File: src/rtl/io_event_reader_if.sv
// Bus between the gamepad IO interface / PIO bridge side and the event reader.
// Inputs are levels; each rising edge of irq, pop or clr_ovf is one event.
interface io_event_reader_if #(
  parameter int DEPTH = 8,
  parameter int DW    = 64
);
  localparam int CW = $clog2(DEPTH) + 1;

  logic          irq;
  logic [DW-1:0] readdata;
  logic          pop;
  logic          clr_ovf;
  logic          irq_en;
  logic [DW-1:0] dout;
  logic          valid;
  logic          full;
  logic [CW-1:0] count;
  logic          overflow;
  logic          host_irq;

  modport master (
    output irq, readdata, pop, clr_ovf, irq_en,
    input  dout, valid, full, count, overflow, host_irq
  );

  modport slave (
    input  irq, readdata, pop, clr_ovf, irq_en,
    output dout, valid, full, count, overflow, host_irq
  );
endinterface

File: src/rtl/io_event_reader.sv
// Snapshots readdata on every irq rising edge into a show-ahead FIFO that the
// processor drains with edge-detected pop / clr_ovf levels.
module io_event_reader #(
  parameter int DEPTH = 8,
  parameter int DW    = 64
) (
  input logic              clk,
  input logic              rst_n,
  io_event_reader_if.slave bus
);
  localparam int AW = $clog2(DEPTH);
  localparam int CW = AW + 1;

  logic [DW-1:0] mem [DEPTH];
  logic [AW-1:0] wr_ptr, rd_ptr;
  logic [CW-1:0] count_r, count_next;
  logic          overflow_r, host_irq_r;
  logic          irq_q, pop_q, clr_q;

  logic push, pop_ev, clr_ev;
  logic is_empty, is_full;
  logic do_push, do_pop, drop;

  // Event semantics: a level high for any number of cycles is one event; the
  // input must return low for at least one cycle before it can fire again.
  assign push   = bus.irq & ~irq_q;
  assign pop_ev = bus.pop & ~pop_q;
  assign clr_ev = bus.clr_ovf & ~clr_q;

  assign is_empty = (count_r == '0);
  assign is_full  = (count_r == CW'(DEPTH));

  // Emptiness/fullness are judged before the edge; a pop on a full FIFO
  // frees the slot the simultaneous push lands in.
  assign do_pop  = pop_ev & ~is_empty;
  assign do_push = push & (~is_full | do_pop);
  assign drop    = push & is_full & ~do_pop;

  always_comb begin
    count_next = count_r;
    if (do_push & ~do_pop)      count_next = count_r + CW'(1);
    else if (do_pop & ~do_push) count_next = count_r - CW'(1);
  end

  always_ff @(posedge clk or negedge rst_n) begin
    if (!rst_n) begin
      wr_ptr     <= '0;
      rd_ptr     <= '0;
      count_r    <= '0;
      overflow_r <= 1'b0;
      host_irq_r <= 1'b0;
      irq_q      <= 1'b0;
      pop_q      <= 1'b0;
      clr_q      <= 1'b0;
    end else begin
      irq_q   <= bus.irq;
      pop_q   <= bus.pop;
      clr_q   <= bus.clr_ovf;
      count_r <= count_next;
      if (do_push) wr_ptr <= wr_ptr + AW'(1);
      if (do_pop)  rd_ptr <= rd_ptr + AW'(1);
      // A drop in the same cycle as a clear keeps the flag set.
      if (drop)        overflow_r <= 1'b1;
      else if (clr_ev) overflow_r <= 1'b0;
      host_irq_r <= ~is_empty & bus.irq_en;
    end
  end

  always_ff @(posedge clk) begin
    if (do_push) mem[wr_ptr] <= bus.readdata;
  end

  assign bus.dout     = is_empty ? '0 : mem[rd_ptr];
  assign bus.valid    = ~is_empty;
  assign bus.full     = is_full;
  assign bus.count    = count_r;
  assign bus.overflow = overflow_r;
  assign bus.host_irq = host_irq_r;
endmodule

File: src/flat_wrapper.sv
// flat-port wrapper written by rule: the top's interface ports become plain ports
module io_event_reader_flat 
#(
  parameter int DEPTH = 8,
  parameter int DW    = 64
)
  (clk, rst_n, bus_irq, bus_readdata, bus_pop, bus_clr_ovf, bus_irq_en, bus_dout, bus_valid, bus_full, bus_count, bus_overflow, bus_host_irq);
  io_event_reader_if #(.DEPTH(DEPTH), .DW(DW)) bus_i ();
  input logic clk;
  input logic rst_n;
  input wire logic [$bits(bus_i.irq)-1:0] bus_irq;
  input wire logic [$bits(bus_i.readdata)-1:0] bus_readdata;
  input wire logic [$bits(bus_i.pop)-1:0] bus_pop;
  input wire logic [$bits(bus_i.clr_ovf)-1:0] bus_clr_ovf;
  input wire logic [$bits(bus_i.irq_en)-1:0] bus_irq_en;
  output wire logic [$bits(bus_i.dout)-1:0] bus_dout;
  output wire logic [$bits(bus_i.valid)-1:0] bus_valid;
  output wire logic [$bits(bus_i.full)-1:0] bus_full;
  output wire logic [$bits(bus_i.count)-1:0] bus_count;
  output wire logic [$bits(bus_i.overflow)-1:0] bus_overflow;
  output wire logic [$bits(bus_i.host_irq)-1:0] bus_host_irq;
  assign bus_i.irq = bus_irq;
  assign bus_i.readdata = bus_readdata;
  assign bus_i.pop = bus_pop;
  assign bus_i.clr_ovf = bus_clr_ovf;
  assign bus_i.irq_en = bus_irq_en;
  assign bus_dout = bus_i.dout;
  assign bus_valid = bus_i.valid;
  assign bus_full = bus_i.full;
  assign bus_count = bus_i.count;
  assign bus_overflow = bus_i.overflow;
  assign bus_host_irq = bus_i.host_irq;
  io_event_reader #(.DEPTH(DEPTH), .DW(DW)) u_core (.clk(clk), .rst_n(rst_n), .bus(bus_i));
endmodule
File: config.mk
export PLATFORM = sky130hd
export DESIGN_NAME = io_event_reader_flat
export DESIGN_NICKNAME = d
export VERILOG_FILES = /design/src/rtl/io_event_reader_if.sv /design/src/rtl/io_event_reader.sv /design/src/flat_wrapper.sv
export SDC_FILE = /design/constraint.sdc
export NUM_CORES = 1
export LEC_CHECK = 0
export CORE_MARGIN = 5
export CORE_UTILIZATION = 45
export DETAILED_ROUTE_END_ITERATION = 6
export PLACE_DENSITY = 0.64
export SLEW_MARGIN = 25
export SYNTH_ARGS = -nofsm -noshare
export SYNTH_HDL_FRONTEND = slang
export SYNTH_SLANG_ARGS = --single-unit
File: constraint.sdc
create_clock -name clk -period 9.15 [get_ports clk]
set_clock_uncertainty 0.1 [all_clocks]
set_input_delay 1.83 -clock clk [delete_from_list [all_inputs] [get_ports clk]]
set_output_delay 1.83 -clock clk [all_outputs]
set_load 0.005 [all_outputs]
# Word-level counts from Yosys, hierarchy flattened
# Memories as Yosys holds them, arrays and structs flattened.
# Index checks and enable logic that the tools add are counted.
[word_totals]
ram_bits = 512
mem_count = 1
ff_bits = 15
[op_classes]
eq_ne = 1
bitwise = 18
addsub = 4
n_reduce_logical = 3
n_mux = 7
[memory_table]
columns = ["memory", "words", "word_bits", "read_ports", "rd_ports_with_merged_regs", "write_ports", "line", "rtl"]
rows = [
  ["u_core.mem", 8, 64, 1, 0, 1, "io_event_reader.sv:14", "logic [DW-1:0] mem [DEPTH];"],
]
[op_table]
columns = ["operator", "count"]
rows = [
  ["2-to-1 mux 64 bit", 1],
  ["bitwise AND 1 bit", 10],
  ["2-to-1 mux 4 bit", 2],
  ["inverter 1 bit", 7],
  ["adder 3 x 1 -> 3 bit (second input constant)", 2],
  ["adder 4 x 1 -> 4 bit (second input constant)", 1],
  ["== test 4 bit (second input constant)", 1],
  ["zero test 4 bit", 1],
  ["2-to-1 mux 1 bit", 4],
  ["nonzero test 2 bit", 2],
  ["subtractor 4 x 1 -> 4 bit (second input constant)", 1],
  ["OR 1 bit", 1],
]

# Logic depth before layout (Yosys ltp)
[depth]
depth_word = 9
ltp_mapped = 10
depth_no_buf = 9

# Least setup slack after synthesis
# Ideal clock, no wire load.
[synth_path]
path_type = "in2reg"
from = "input bus_pop"
to = "memory u_core.mem[0][0] (enable)"
setup_time_ps = 644
t_required_ps = 8406
arrival_ps = 8363
n_path_buf = 1
setup_slack_ps = 43
stages = 4
path_cell_list = "nor2b_1 clkbuf_1 o21ai_2 nor4_1"
[synth_between]
elab_chain_cells = 6
[synth_rtl]
columns = ["item", "line", "rtl"]
rows = [
  ["from (decl)", "flat_wrapper.sv:13", "input wire logic [$bits(bus_i.pop)-1:0] bus_pop;"],
  ["bitwise AND 1 bit", "io_event_reader.sv:27", "assign pop_ev = bus.pop & ~pop_q;"],
  ["bitwise AND 1 bit", "io_event_reader.sv:35", "assign do_pop = pop_ev & ~is_empty;"],
  ["OR 1 bit", "io_event_reader.sv:36", "assign do_push = push & (~is_full | do_pop);"],
  ["bitwise AND 1 bit", "io_event_reader.sv:36", ""],
  ["2-to-1 mux 1 bit", "io_event_reader.sv:70", "if (do_push) mem[wr_ptr] <= bus.readdata;"],
  ["2-to-1 mux 1 bit (implied by the code)", "io_event_reader.sv:70", ""],
  ["to (decl)", "io_event_reader.sv:14", ""],
]
# No other way between the ends.

# Worst setup path in the final report
[layout_path]
from = "register u_core.count_r[0] (netlist: u_core.bus.count[0])"
to = "output bus_dout[14]"
[layout_between]
elab_chain_cells = 2
[layout_rtl]
columns = ["item", "line", "rtl"]
rows = [
  ["from (decl)", "io_event_reader.sv:16", "logic [CW-1:0] count_r, count_next;"],
  ["from (signal assigned)", "io_event_reader.sv:59", "count_r <= count_next;"],
  ["zero test 4 bit", "io_event_reader.sv:30", "assign is_empty = (count_r == '0);"],
  ["2-to-1 mux 64 bit", "io_event_reader.sv:73", "assign bus.dout = is_empty ? '0 : mem[rd_ptr];"],
  ["to (decl)", "flat_wrapper.sv:16", "output wire logic [$bits(bus_i.dout)-1:0] bus_dout;"],
]
# No other way between the ends.

==> impl.org <==
** Layout
- Area added between synthesis and finish :: 18.70%
- Share of final-layout standard cells stronger than drive strength 1 :: 22.34%
- Most frequent standard cell in the layout excluding fill and tap cells :: edfxtp_1
- Fin nets :: 1068
- The library cells used most frequently in the layout, excluding fill and tap cells, are edfxtp_1 (512), clkdlybuf4s50_1 (141), mux4_2 (128).
- Non-filler cells in the finished layout :: 1619
- Summed area of non-filler cells in the final layout :: 23620 sq um

** Clock network
- Resized cells post-CTS :: 0
- TritonCTS built the clock tree.
- The clock reaches the later pin of the worst-skew pair after 0.57 ns.
- The tree is rooted in a clkbuf_16.
- Buffers inserted to repair hold after CTS numbered 0.
- The tree built by TritonCTS fans out to 527 sinks.
- Counting along the longest clock path gives a buffer depth of 3.
- Number of buffers added by the clock tree synthesis step :: 52
- In this run the post-CTS setup repair buffer count came out at 0.
- Clock-pin slew was measured on the worst setup and hold paths at 0.06 ns.
- CTS built an H-tree with a depth of 2.

** Floorplan
- Std-Cell Rows :: 77
- The floorplan step defined a core boundary enclosing 43930 sq um.
- Top-level I/O count :: 142
- The die covers 48520 sq um.
- Once the floorplan was initialized, standard cells occupied 45.29% of the core.
- The die is 220.3 microns wide.
- The floorplan step set the die height to 220.3 microns.

** Logic synthesis
- During synthesis, Yosys emitted a total of 0 warnings.
- Syn nets :: 900
- The netlist uses 33 different library cells.
- Fraction of the yosys area taken by sequential cells :: 79.16%
- Mean area per synthesized cell :: 24.15 sq um
- Post-synthesis sequential element count :: 527
- The cell area that synthesis handed to floorplanning was 19900 sq um.
- Mapped Cells :: 824

** Worst setup path
- Required arrival time at the worst endpoint :: 7.22 ns
- Cell class contributing the biggest share of worst-path delay :: buffers and inverters
- The slowest stage of the critical path is the nor2b_4 cell.
- Kind of start point of the critical path :: register
- Ordered cell list for the critical path :: or4_1 -> nor2b_4 -> buf_4 -> a22o_1 -> clkdlybuf4s50_1
- Along the worst path, the maximum fanout reaches 38.
- For the worst setup path, the data arrival time is 3.63 ns.
- Counting both buffers and inverters, the worst setup path holds a total of 2.
- The critical path in this run is classified as reg -> out.
- CP Capture Type :: output pin
- Delay of the slowest cell on the worst path :: 0.81 ns

** Pwr
- The design draws 7.188 mW.
- Power density over cell area :: 304.4 nW/um^2
- Max VDD drop :: 0.0001947 V
- Total leakage power :: 7.481 nW

** Route
- The routed layout has 8985 vias.
- Dividing the detail-routed wire length by the instance count gives 24.18 microns.
- Before antenna repair, the detailed router went through 5 iterations.
- For this run, design rule violations remaining after detail routing come to 0.
- Antenna Violating Nets Remaining :: 0
- Dividing the detail-routed via count by the number of cells gives 5.550.
- 1st-iter DRT viols :: 547
- Summed over all layers, the routed wires come to 39150 microns.

** Placement
- The congestion estimate from routability-driven global placement came to 0.6826.
- At the placement stage, the worst setup path has a slack of 3.846 ns.
- Post-DP HPWL :: 20420 microns
- Counting tap cells, the placed design contains a total of 1529 instances.
- Buffers placed on the I/O ports in this run total 141.
- Post-placement cell area :: 22030 sq um

** Global route
- Antenna violations before repair :: 6
- Via count of the first global-routing pass :: 9688
- Entering global routing, the biggest net connects 96 pins.
- Global-route wire length before repair :: 59240 microns
- Total gr overflow :: 0
- Global routing used 16.36% of the available tracks.

** STA
- Dividing the final minimum period by the clock period gives 60.76%.
- In this run the tightest slew margin relative to its limit is 30.15%.
- Setup repair after global routing left no endpoint under its margin.
- Final setup violating endpoints :: 0
- Based on the critical path, the design can be clocked at up to 179.9 MHz.
- The number of hold violations in the final report came to 0.
- TNS Setup :: 0 ns
- In the post-route analysis, the smallest setup slack over all paths is 3.591 ns.
- Shortest period the worst path allows :: 5.559 ns
- At the pin with the least slew margin, the transition time is 1.048 ns.
- The number of max-slew violations in the final report was 0.

** Min path
- Worst min path class :: reg -> reg

** Run status
- The flow ran to the end, and the final reports show no timing, DRC or antenna violations.

** Job
- Across the run, the number of max-cap violations was 0.
-- worst paths after layout --
kind	startpoint	to	cells after the start	slack, ns
worst max-delay path	u_core.bus.count[0]	bus_dout[14]	5	3.59
worst min-delay path	u_core.bus.overflow	u_core.bus.overflow	1	0.42
worst max register to register	u_core.bus.count[0]	u_core.bus.count[3]	9	5.86
worst min register to register	u_core.bus.overflow	u_core.bus.overflow	1	0.42
max in group asynchronous	rst_n	u_core.rd_ptr[0]	1	6.84
min in group asynchronous	rst_n	u_core.bus.count[2]	1	1.58
-- stage by stage --
step,hold WS (ns),util (%)
3_5_place_dp,0.4034,50.14
3_3_place_gp,0.4012,50.02
6_report,0.4150,53.76
4_1_cts,0.4247,53.68
5_1_grt,0.4499,53.75
2_1_floorplan,0.3897,-
-- synth_stat cells, drive strengths merged --
library cell	count	area share, %
inv	3	0.057
fa	1	0.10
ha	5	0.31
mux2i	1	0.050
nand3	3	0.075
buf	32	1.1
dfrtp	15	1.9
nor2	4	0.075
nand3b	1	0.038
o21ai	2	0.069
o211ai	4	0.15
a21oi	2	0.050
a2111o	1	0.057
nor3	5	0.13
edfxtp	512	77
or3	1	0.031
a22o	65	2.9
nor2b	3	0.13
nand2b	3	0.094
mux2	3	0.17
nand2	4	0.075
mux4	128	14
clkbuf	14	0.26
nor4	1	0.031
or4b	1	0.050
and2	2	0.075
or4	2	0.075
xnor2	6	0.26
-- cell type report --
type / count / area (sq um)
fillers: 3405 / 20320
flip-flops and latches: 527 / 15760
multi-input cells: 248 / 3920
repair buffers: 160 / 1627
clock buffers: 59 / 1349
well taps: 592 / 740.7
clock inverters: 28 / 206.4
inverters: 3 / 11.26
diodes: 2 / 5.005
-- flip-flops by register name (all words and copies together) (netlist names) --
register	count
u_core.clr_q	1
u_core.rd_ptr	3
u_core.bus.host_irq	1
u_core.mem	512
u_core.pop_q	1
u_core.bus.count	4
u_core.irq_q	1
u_core.bus.overflow	1
u_core.wr_ptr	3
-- kinds of logic (layout without fill, tap and decap cells) --
logic type | count (synthesis) | count (layout) | synth area share, %
mux | 132 | 132 | 14.71
other cells | 0 | 2 | 0
buf+inv | 49 | 250 | 1.383
fa+ha+maj | 6 | 6 | 0.4150
compound gates | 74 | 74 | 3.188
simple gates | 30 | 30 | 0.8804
flops | 527 | 527 | 79.16
xor+xnor | 6 | 6 | 0.2641
-- routing by layer --
metal  vias to the layer above  share of wire (%)  track usage [%]
met2                       209                 49            26.46
met1                      4821                 44            22.65
met5                         -               0.14                0
li1                       3893                  -                -
met3                        54                5.8            3.968
met4                         8                1.7            4.431
-- power breakdown --
| part | total, mW | internal, mW | switching [mW] |
|---|---|---|---|
| clock | 1.97 | 1.13 | 0.843 |
| sequential | 3.01 | 2.86 | 0.150 |
| combinational | 2.21 | 1.24 | 0.968 |
| total | 7.19 | 5.23 | 1.96 |
-- worst reg2reg max path: cells and delay by family (launching register included) --
kind,cells,cell delay (ns)
compound gates,3,0.61
fa+ha+maj,2,0.58
flops,1,0.46
buf+inv,2,0.26
simple gates,2,1.16
Note: power is estimated with default switching activity, not from simulation.
